--- src/rtl/plu_pkg.sv ---
// Shared types and constants for the PLU pipeline controller.
package plu_pkg;

  typedef enum logic [1:0] {
    NOWGT = 2'd0,
    RUN   = 2'd1,
    DRAIN = 2'd2
  } plu_state_e;

  localparam int PLU_STAGES = 4;

  // Stage indices: operand regs, products, partial sums, ReLU output.
  localparam int STG_OPND = 0;
  localparam int STG_R1   = 1;
  localparam int STG_R2   = 2;
  localparam int STG_R3   = 3;

endpackage

--- src/rtl/plu_pipe_ctrl_if.sv ---
// Valid/ready handshakes between the PLU controller, the weight/activation source and the result consumer.
interface plu_pipe_ctrl_if;

  logic w_valid;
  logic w_ready;
  logic a_valid;
  logic a_ready;
  logic out_valid;
  logic out_ready;

  modport master (
    output w_valid, a_valid, out_ready,
    input  w_ready, a_ready, out_valid
  );

  modport slave (
    input  w_valid, a_valid, out_ready,
    output w_ready, a_ready, out_valid
  );

endinterface

--- src/rtl/plu_stage_vld.sv ---
// One pipeline-stage valid flag; adv says the stage can take a new entry this cycle.
module plu_stage_vld (
  input  logic clk,
  input  logic rst_n,
  input  logic load_en,
  input  logic drain_en,
  input  logic flush,
  output logic v,
  output logic adv
);

  assign adv = !v | drain_en;

  // NOTE: sequential state uses non-blocking assignments so every flop samples pre-edge values.
  always_ff @(posedge clk or negedge rst_n) begin
    if (!rst_n) begin
      v <= 1'b0;
    end else if (flush) begin
      v <= 1'b0;
    end else begin
      v <= load_en | (v & !drain_en);
    end
  end

endmodule

--- src/rtl/plu_pipe_ctrl.sv ---
// Sequencer for the 4-stage PLU datapath: weight-load FSM plus valid-bit pipeline with backpressure.
// Optional perf counters (result_cnt, stall_cnt) are built only when PLU_CTRL_PERF_EN is defined.
module plu_pipe_ctrl
  import plu_pkg::*;
#(
  parameter int CNT_W = 16
) (
  input  logic            clk,
  input  logic            rst_n,
  plu_pipe_ctrl_if.slave  bus,
  input  logic            flush,
  output logic            w_we,
  output logic            a_we,
  output logic            r1_we,
  output logic            r2_we,
  output logic            r3_we,
  output logic            busy
`ifdef PLU_CTRL_PERF_EN
  ,
  output logic [CNT_W-1:0] result_cnt,
  output logic [CNT_W-1:0] stall_cnt
`endif
);

  plu_state_e state, state_nxt;
  logic       w_ready;
  logic       v0, v1, v2, v3;
  logic       adv0, adv1, adv2, adv3;

  // Enables ripple back from the consumer; flush suppresses every move.
  assign r3_we = v2 & adv3 & !flush;
  assign r2_we = v1 & adv2 & !flush;
  assign r1_we = v0 & adv1 & !flush;

  assign bus.a_ready   = (state == RUN) & !bus.w_valid & !flush & adv0;
  assign a_we          = bus.a_valid & bus.a_ready;
  assign bus.w_ready   = w_ready;
  assign bus.out_valid = v3;
  assign busy          = v0 | v1 | v2 | v3 | (state != RUN);

  plu_stage_vld u_stg_opnd (
    .clk(clk), .rst_n(rst_n), .load_en(a_we),  .drain_en(r1_we),
    .flush(flush), .v(v0), .adv(adv0)
  );

  plu_stage_vld u_stg_r1 (
    .clk(clk), .rst_n(rst_n), .load_en(r1_we), .drain_en(r2_we),
    .flush(flush), .v(v1), .adv(adv1)
  );

  plu_stage_vld u_stg_r2 (
    .clk(clk), .rst_n(rst_n), .load_en(r2_we), .drain_en(r3_we),
    .flush(flush), .v(v2), .adv(adv2)
  );

  plu_stage_vld u_stg_r3 (
    .clk(clk), .rst_n(rst_n), .load_en(r3_we), .drain_en(bus.out_ready),
    .flush(flush), .v(v3), .adv(adv3)
  );

  always_ff @(posedge clk or negedge rst_n) begin
    if (!rst_n) begin
      state <= NOWGT;
    end else begin
      state <= state_nxt;
    end
  end

  // NOTE: defaults come first so every path assigns every output (no latches).
  always_comb begin
    state_nxt = state;
    w_ready   = 1'b0;
    w_we      = 1'b0;
    case (state)
      NOWGT: begin
        w_ready = !flush;
        if (bus.w_valid && w_ready) begin
          w_we      = 1'b1;
          state_nxt = RUN;
        end
      end
      RUN: begin
        if (bus.w_valid && !flush) state_nxt = DRAIN;
      end
      DRAIN: begin
        // R3 is already past the weights, so only the first three stages must empty.
        w_ready = !flush & !v0 & !v1 & !v2;
        if (bus.w_valid && w_ready) begin
          w_we      = 1'b1;
          state_nxt = RUN;
        end
      end
      default: state_nxt = NOWGT;
    endcase
  end

`ifdef PLU_CTRL_PERF_EN
  always_ff @(posedge clk or negedge rst_n) begin
    if (!rst_n) begin
      result_cnt <= '0;
      stall_cnt  <= '0;
    end else begin
      if (v3 && bus.out_ready && (result_cnt != '1)) result_cnt <= result_cnt + CNT_W'(1);
      if (v3 && !bus.out_ready && (stall_cnt != '1)) stall_cnt <= stall_cnt + CNT_W'(1);
    end
  end
`endif

endmodule

--- src/flat_wrapper.sv ---
// flat-port wrapper written by rule: the top's interface ports become plain ports
module plu_pipe_ctrl_flat import plu_pkg::*;
#(
  parameter int CNT_W = 16
)
  (clk, rst_n, flush, w_we, a_we, r1_we, r2_we, r3_we, busy, bus_w_valid, bus_a_valid, bus_out_ready, bus_w_ready, bus_a_ready, bus_out_valid);
  plu_pipe_ctrl_if bus_i ();
  input  logic clk;
  input  logic rst_n;
  input  logic flush;
  output logic w_we;
  output logic a_we;
  output logic r1_we;
  output logic r2_we;
  output logic r3_we;
  output logic busy;
  input wire logic [$bits(bus_i.w_valid)-1:0] bus_w_valid;
  input wire logic [$bits(bus_i.a_valid)-1:0] bus_a_valid;
  input wire logic [$bits(bus_i.out_ready)-1:0] bus_out_ready;
  output wire logic [$bits(bus_i.w_ready)-1:0] bus_w_ready;
  output wire logic [$bits(bus_i.a_ready)-1:0] bus_a_ready;
  output wire logic [$bits(bus_i.out_valid)-1:0] bus_out_valid;
  assign bus_i.w_valid = bus_w_valid;
  assign bus_i.a_valid = bus_a_valid;
  assign bus_i.out_ready = bus_out_ready;
  assign bus_w_ready = bus_i.w_ready;
  assign bus_a_ready = bus_i.a_ready;
  assign bus_out_valid = bus_i.out_valid;
  plu_pipe_ctrl #(.CNT_W(CNT_W)) u_core (.clk(clk), .rst_n(rst_n), .bus(bus_i), .flush(flush), .w_we(w_we), .a_we(a_we), .r1_we(r1_we), .r2_we(r2_we), .r3_we(r3_we), .busy(busy));
endmodule
--- config.mk ---
export PLATFORM = sky130hd
export DESIGN_NAME = plu_pipe_ctrl_flat
export DESIGN_NICKNAME = d
export VERILOG_FILES = /design/src/rtl/plu_pkg.sv /design/src/rtl/plu_pipe_ctrl_if.sv /design/src/rtl/plu_stage_vld.sv /design/src/rtl/plu_pipe_ctrl.sv /design/src/flat_wrapper.sv
export SDC_FILE = /design/constraint.sdc
export NUM_CORES = 1
export LEC_CHECK = 0
export CAP_MARGIN = 20
export CORE_AREA = 2 2 39 41
export DETAILED_ROUTE_END_ITERATION = 7
export DIE_AREA = 0 0 41 43
export HOLD_SLACK_MARGIN = 0.03
export PLACE_DENSITY = 0.63
export REMOVE_ABC_BUFFERS = 1
export SYNTH_ARGS = -nofsm -noshare
export SYNTH_HDL_FRONTEND = slang
export SYNTH_SLANG_ARGS = --single-unit
--- constraint.sdc ---
create_clock -name clk -period 1.69 [get_ports clk]
set_input_delay 0.338 -clock clk [delete_from_list [all_inputs] [get_ports clk]]
set_output_delay 0.338 -clock clk [all_outputs]
set_load 0.005 [all_outputs]
After elaboration in Yosys (flattened, before gate mapping)
Index checks and enable logic that the tools add are counted.
Widths: inputs -> output; s select.
- register bits: 6
- input port bits: 6
- output and inout port bits: 9
- logic and storage cells: 66
- equality and inequality tests: 6
- multiplexer cells: 12
- bitwise logic cells: 29
- reductions and logical operators: 14
- operators by type and width (kind ; count):
    $and 1x1->1 ; 17
    $or 1x1->1 ; 12
    $logic_not 1->1 ; 10
    $mux 1 ; 6
    $mux 2 ; 3
    $ne 2x1->1 const B ; 3
    $pmux 2 s3 ; 1
    $pmux 1 s2 ; 2
    $reduce_and 3->1 ; 1
    $eq 2x1->1 const B ; 1
    $eq 2x2->1 const B ; 1
    $logic_and 1x1->1 ; 2
    $logic_not 2->1 ; 1
    $ne 2x2->1 const B ; 1

Longest topological paths before layout
Gate-level depths: netlist (run 1).
- word-level depth: 15
- depth in mapped cells: 4
- mapped depth without buffers: 3

Cells and area by module
From an unflattened synthesis (run 1), not the netlist that was laid out.
- cells, all modules: 37
- area total of the unflattened synthesis: 380.4 um^2
- modules (own cells, without submodules) (module ; times used ; cells each ; area each (um^2) ; seq. area each (um^2)):
    plu_stage_vld ; 4 ; 4 ; 51.3 ; 25.0
    plu_pipe_ctrl ; 1 ; 21 ; 175.2 ; 50.0

Least setup slack after synthesis (run 1)
No wires, ideal clock.
- path kind: register to output
- from: reg u_core.u_stg_r3.v
- to: out a_we
- arrival time: 1208 ps
- data required time: 1352 ps
- setup slack: 144 ps
- cell stages (with the launch flop): 4
- path buffers: 0
- path through: dfrtp_1 > and4b_2 > a2111oi_4 > and2_1
- longest elaborated chain between the ends: 13
- ends and longest elaborated chain (item ; RTL line ; RTL):
    start: declaration ; plu_stage_vld.sv:8 ; output logic v,
    start signal: assignment ; plu_stage_vld.sv:21 ; v <= load_en | (v & !drain_en);
    $logic_not 1->1 ; plu_stage_vld.sv:12 ; assign adv = !v | drain_en;
    $or 1x1->1 ; plu_stage_vld.sv:12 ;
    $and 1x1->1 (2 in series) ; plu_pipe_ctrl.sv:31 ; assign r3_we = v2 & adv3 & !flush;
    $or 1x1->1 ; plu_stage_vld.sv:12 ;
    $and 1x1->1 (2 in series) ; plu_pipe_ctrl.sv:32 ; assign r2_we = v1 & adv2 & !flush;
    $or 1x1->1 ; plu_stage_vld.sv:12 ;
    $and 1x1->1 (2 in series) ; plu_pipe_ctrl.sv:33 ; assign r1_we = v0 & adv1 & !flush;
    $or 1x1->1 ; plu_stage_vld.sv:12 ;
    $and 1x1->1 ; plu_pipe_ctrl.sv:35 ; assign bus.a_ready = (state == RUN) & !bus.w_valid & !flush & adv0;
    named net bus_a_ready ; flat_wrapper.sv:21 ; output wire logic [$bits(bus_i.a_ready)-1:0] bus_a_ready;
    $and 1x1->1 ; plu_pipe_ctrl.sv:36 ; assign a_we = bus.a_valid & bus.a_ready;
    end: declaration ; flat_wrapper.sv:12 ; output logic a_we;
The timed path passes the listed nets, and every way through them passes these cells.

Final worst setup path (run 1)
- from: reg u_core.u_stg_r2.v
- to: out a_we
- longest elaborated chain between the ends: 11
- elaborated cells on any way between the ends: 12
- those cells by class: bitwise: 11; reduce/logical: 1
- ends and longest elaborated chain (item ; RTL line):
    start: declaration ; plu_stage_vld.sv:8
    start signal: assignment ; plu_stage_vld.sv:21
    $and 1x1->1 (2 in series) ; plu_pipe_ctrl.sv:31
    $or 1x1->1 (*) ; plu_stage_vld.sv:12
    $and 1x1->1 (*) (2 in series) ; plu_pipe_ctrl.sv:32
    $or 1x1->1 (*) ; plu_stage_vld.sv:12
    $and 1x1->1 (*) (2 in series) ; plu_pipe_ctrl.sv:33
    $or 1x1->1 (*) ; plu_stage_vld.sv:12
    $and 1x1->1 (*) ; plu_pipe_ctrl.sv:35
    $and 1x1->1 (*) ; plu_pipe_ctrl.sv:36
Mark *: on every way between the ends. The rest lies on a longest branch, timed or not.

==> impl_results.md, run 1 <==
- Clock Skew: about 0.0053 ns
- Final core occ: 0.502
- Seq/Total Area, Yosys: 0.424
- Final WS setup: -0.216 ns
- CTS sink count: 6
- First-pass GRT wire length: between 1.5 and 2 mm
- Final hold viol count: 0
- Syn Area/Cell: just over 10 um2
- Congestion Overflow GR: 0
- Vias per Instance: 4.38
- Comb pwr share: 0.456
- Maximum vdd ir drop: around 0.00040 V
- Outcome: complete, but fails checks
- Nets: 80
- Static Leak: approximately 0.34 nW
- Die Y-Extent: 43 um
- CTS Buf Count: 3
- Dpl cells: 77
- Number of distinct library cells after synthesis: 18
- Vias in the first global route: approximately 420
- Critical path endpoint category: output pin
- Relative slew slack: 0.817
- Fillers: 128
- Sequential cell area: approximately 150 um2
- Worst min-delay path class: in2async
- Initial antenna violation count: 0
- Clock network fraction of design power: 0.225
- Number of enable flip-flop cells after synthesis: 0
- Fmax: about 520 MHz
- Initial core utilization: 0.256
- Post-DRT Antenna Nets: 0
- Finish-stage setup viols: 6
- Wire per inst: between 10 and 15 um
- Root Driver: clkbuf_4
- Pwr dens: 788 nW/um2
- H-tree levels: 1
- Final max-slew violation count: 0
- Drc violations: 0
- Post-Syn Area: 354 um2
- Area occupied by multi-input gates: 218 um2
- Period utilization: 1.13
- Full die area: approximately 1800 um2
- Synth Flop Type: dfrtp_1
- 1st-iter DRT viols: 1
- Worst skew pair latency: ~0.24 ns
- RSZ-0062 raised after global routing: yes
- Minimum clock period: around 1.9 ns
- Syn Inst Count: 35
- Largest net degree at the start of global routing: 9
- Total power: around 0.55 mW
- Via Count: slightly below 400
- Sw Pwr: 0.163 mW
- CP Max Fanout: 2
- Required @ worst endpoint: 1.35 ns
- Share of total power in sequential cells: 0.319
- Core box area: 1380 um2
- Dpl ws: -0.761 ns
- Top Ports: 15
- Worst-Margin Slew: 0.274 ns
- WS Path Type: reg2out
- Area grow syn2layout: 96.1%
- # diodes: 0
- Yosys warns: 0
- Detailed Place HPWL: about 740 um
- Max cap viols: 0
- Startpoint Class: register
- Total global-route track usage: 0.153
- Worst-path clk slew: around 0.04 ns
- Total Wirelength: about 990 um
- Fraction of layout cells with a size suffix above 1: 0.542
- Sw frac: 0.297
- Clock Path Buffers: 2
- I/O Buffers: 14
- Site Rows: 14
- GP Congestion: 0.750
- Die Wd: 41 um
- Flops & latches, synth: 6
- Crit path DAT: 1.57 ns
- Hold Buf Count CTS: 0
- Share of async-settable or async-resettable flops after synthesis: 1.00
- Failing checks: setup timing
- CTS tree: done
- Final Non-Filler Cells: 88
- Pint: about 0.38 mW
- TNS Setup: -0.898 ns
- First drt pass iteration count: 2
power by group through the flow:
stage	combinational (mW)	clock [mW]	sequential, mW
2_1_floorplan	0.0766	0	0.188
3_3_place_gp	0.227	0	0.174
3_5_place_dp	0.231	0	0.175
4_1_cts	0.254	0.131	0.173
5_1_grt	0.274	0.140	0.175
6_report	0.249	0.123	0.174
stage by stage:
step	area (um2)	hold WS, ns
after global placement	607	0.587
after global routing	694	0.347
after CTS	693	0.328
final	694	0.331
after detailed placement	607	0.588
after floorplan	349	0.0424
cell usage in the layout (no fill, tap or decap):
cell / Yosys / routed
dlygate4sd2_1: 0 / 2
a22oi_1: 1 / 1
o21ai_0: 2 / 2
nor3b_2: 0 / 2
or3_4: 1 / 1
dfrtp_1: 6 / 6
a21oi_1: 2 / 2
a211oi_4: 0 / 1
or3_1: 1 / 1
a31o_1: 1 / 1
nor2b_1: 2 / 2
buf_2: 1 / 5
a211oi_2: 1 / 1
inv_1: 1 / 1
a2111oi_4: 1 / 1
clkbuf_2: 0 / 2
nand2b_1: 3 / 3
and2_1: 1 / 1
nor3b_1: 3 / 1
buf_6: 0 / 6
clkbuf_4: 0 / 3
clkdlybuf4s50_1: 0 / 4
nor2_1: 6 / 6
buf_4: 0 / 16
and4b_2: 1 / 1
cell families after synthesis:
family | count (synthesis) | synth area share
simple gates | 18 | 0.314
compound gates | 9 | 0.237
flops | 6 | 0.424
buf+inv | 2 | 0.0247
critical path, cell delays in order (launching register included):
cell and delay, ns:
dfrtp_1 0.39, buf_6 0.12, and4b_2 0.22, a2111oi_4 0.31
and2_1 0.17, buf_2 0.11
flip-flops by register name, indices dropped and copies added, names as in the netlist:
signal               count
u_core.u_stg_r1.v        1
u_core.u_stg_r2.v        1
u_core.state             2
u_core.u_stg_r3.v        1
u_core.u_stg_opnd.v      1
routing by layer:
metal  global-route usage  wire length (um)  up-vias
li1                     -                 -      200
met1                0.169               394      181
met4               0.0800                 0        0
met2                0.256               576        4
met3               0.0314                24        0
met5                    0                 0        -
final cells by class:
| cell class | instances | share of cell area |
|---|---|---|
| repair buffers | 35 | 0.404 |
| multi-input cells | 27 | 0.314 |
| flip-flops and latches | 6 | 0.216 |
| clock buffers | 3 | 0.0324 |
| well taps | 16 | 0.0288 |
| inverters | 1 | 0.00541 |
cell usage after synthesis, types with 2 or more instances:
| master | n | area share |
|---|---|---|
| a21oi_1 | 2 | 0.028 |
| dfrtp_1 | 6 | 0.42 |
| nand2b_1 | 3 | 0.053 |
| nor2_1 | 6 | 0.064 |
| nor2b_1 | 2 | 0.035 |
| nor3b_1 | 3 | 0.064 |
| o21ai_0 | 2 | 0.028 |
repair_timing:
action | 4_1_cts | 5_1_grt
buffers inserted | 8 | 3
pin swaps | 5 | 4
resized for setup | 37 | 7
endpoints found under the setup margin | 8 | 9
worst paths after layout:
check / startpoint / to / slack [ns] / cells after the start
min in group clk: bus_out_ready / u_core.u_stg_r3.v / 0.69 / 5
worst max-delay path: u_core.u_stg_r2.v / a_we / -0.22 / 5
max in group asynchronous: rst_n / u_core.u_stg_r1.v / 1.15 / 1
worst min register to register: u_core.u_stg_opnd.v / u_core.u_stg_r1.v / 0.70 / 3
worst min-delay path: rst_n / u_core.u_stg_opnd.v / 0.33 / 1
worst max register to register: u_core.u_stg_r2.v / u_core.state[0] / 0.08 / 7
Power figures use the tool's default switching activity.
==> run 2, diff against run 1 <==
- CTS_CLUSTER_DIAMETER: default -> 200
==> results of run 2 <==
The final DEF is identical to that of run 1; final timing and power are the same.
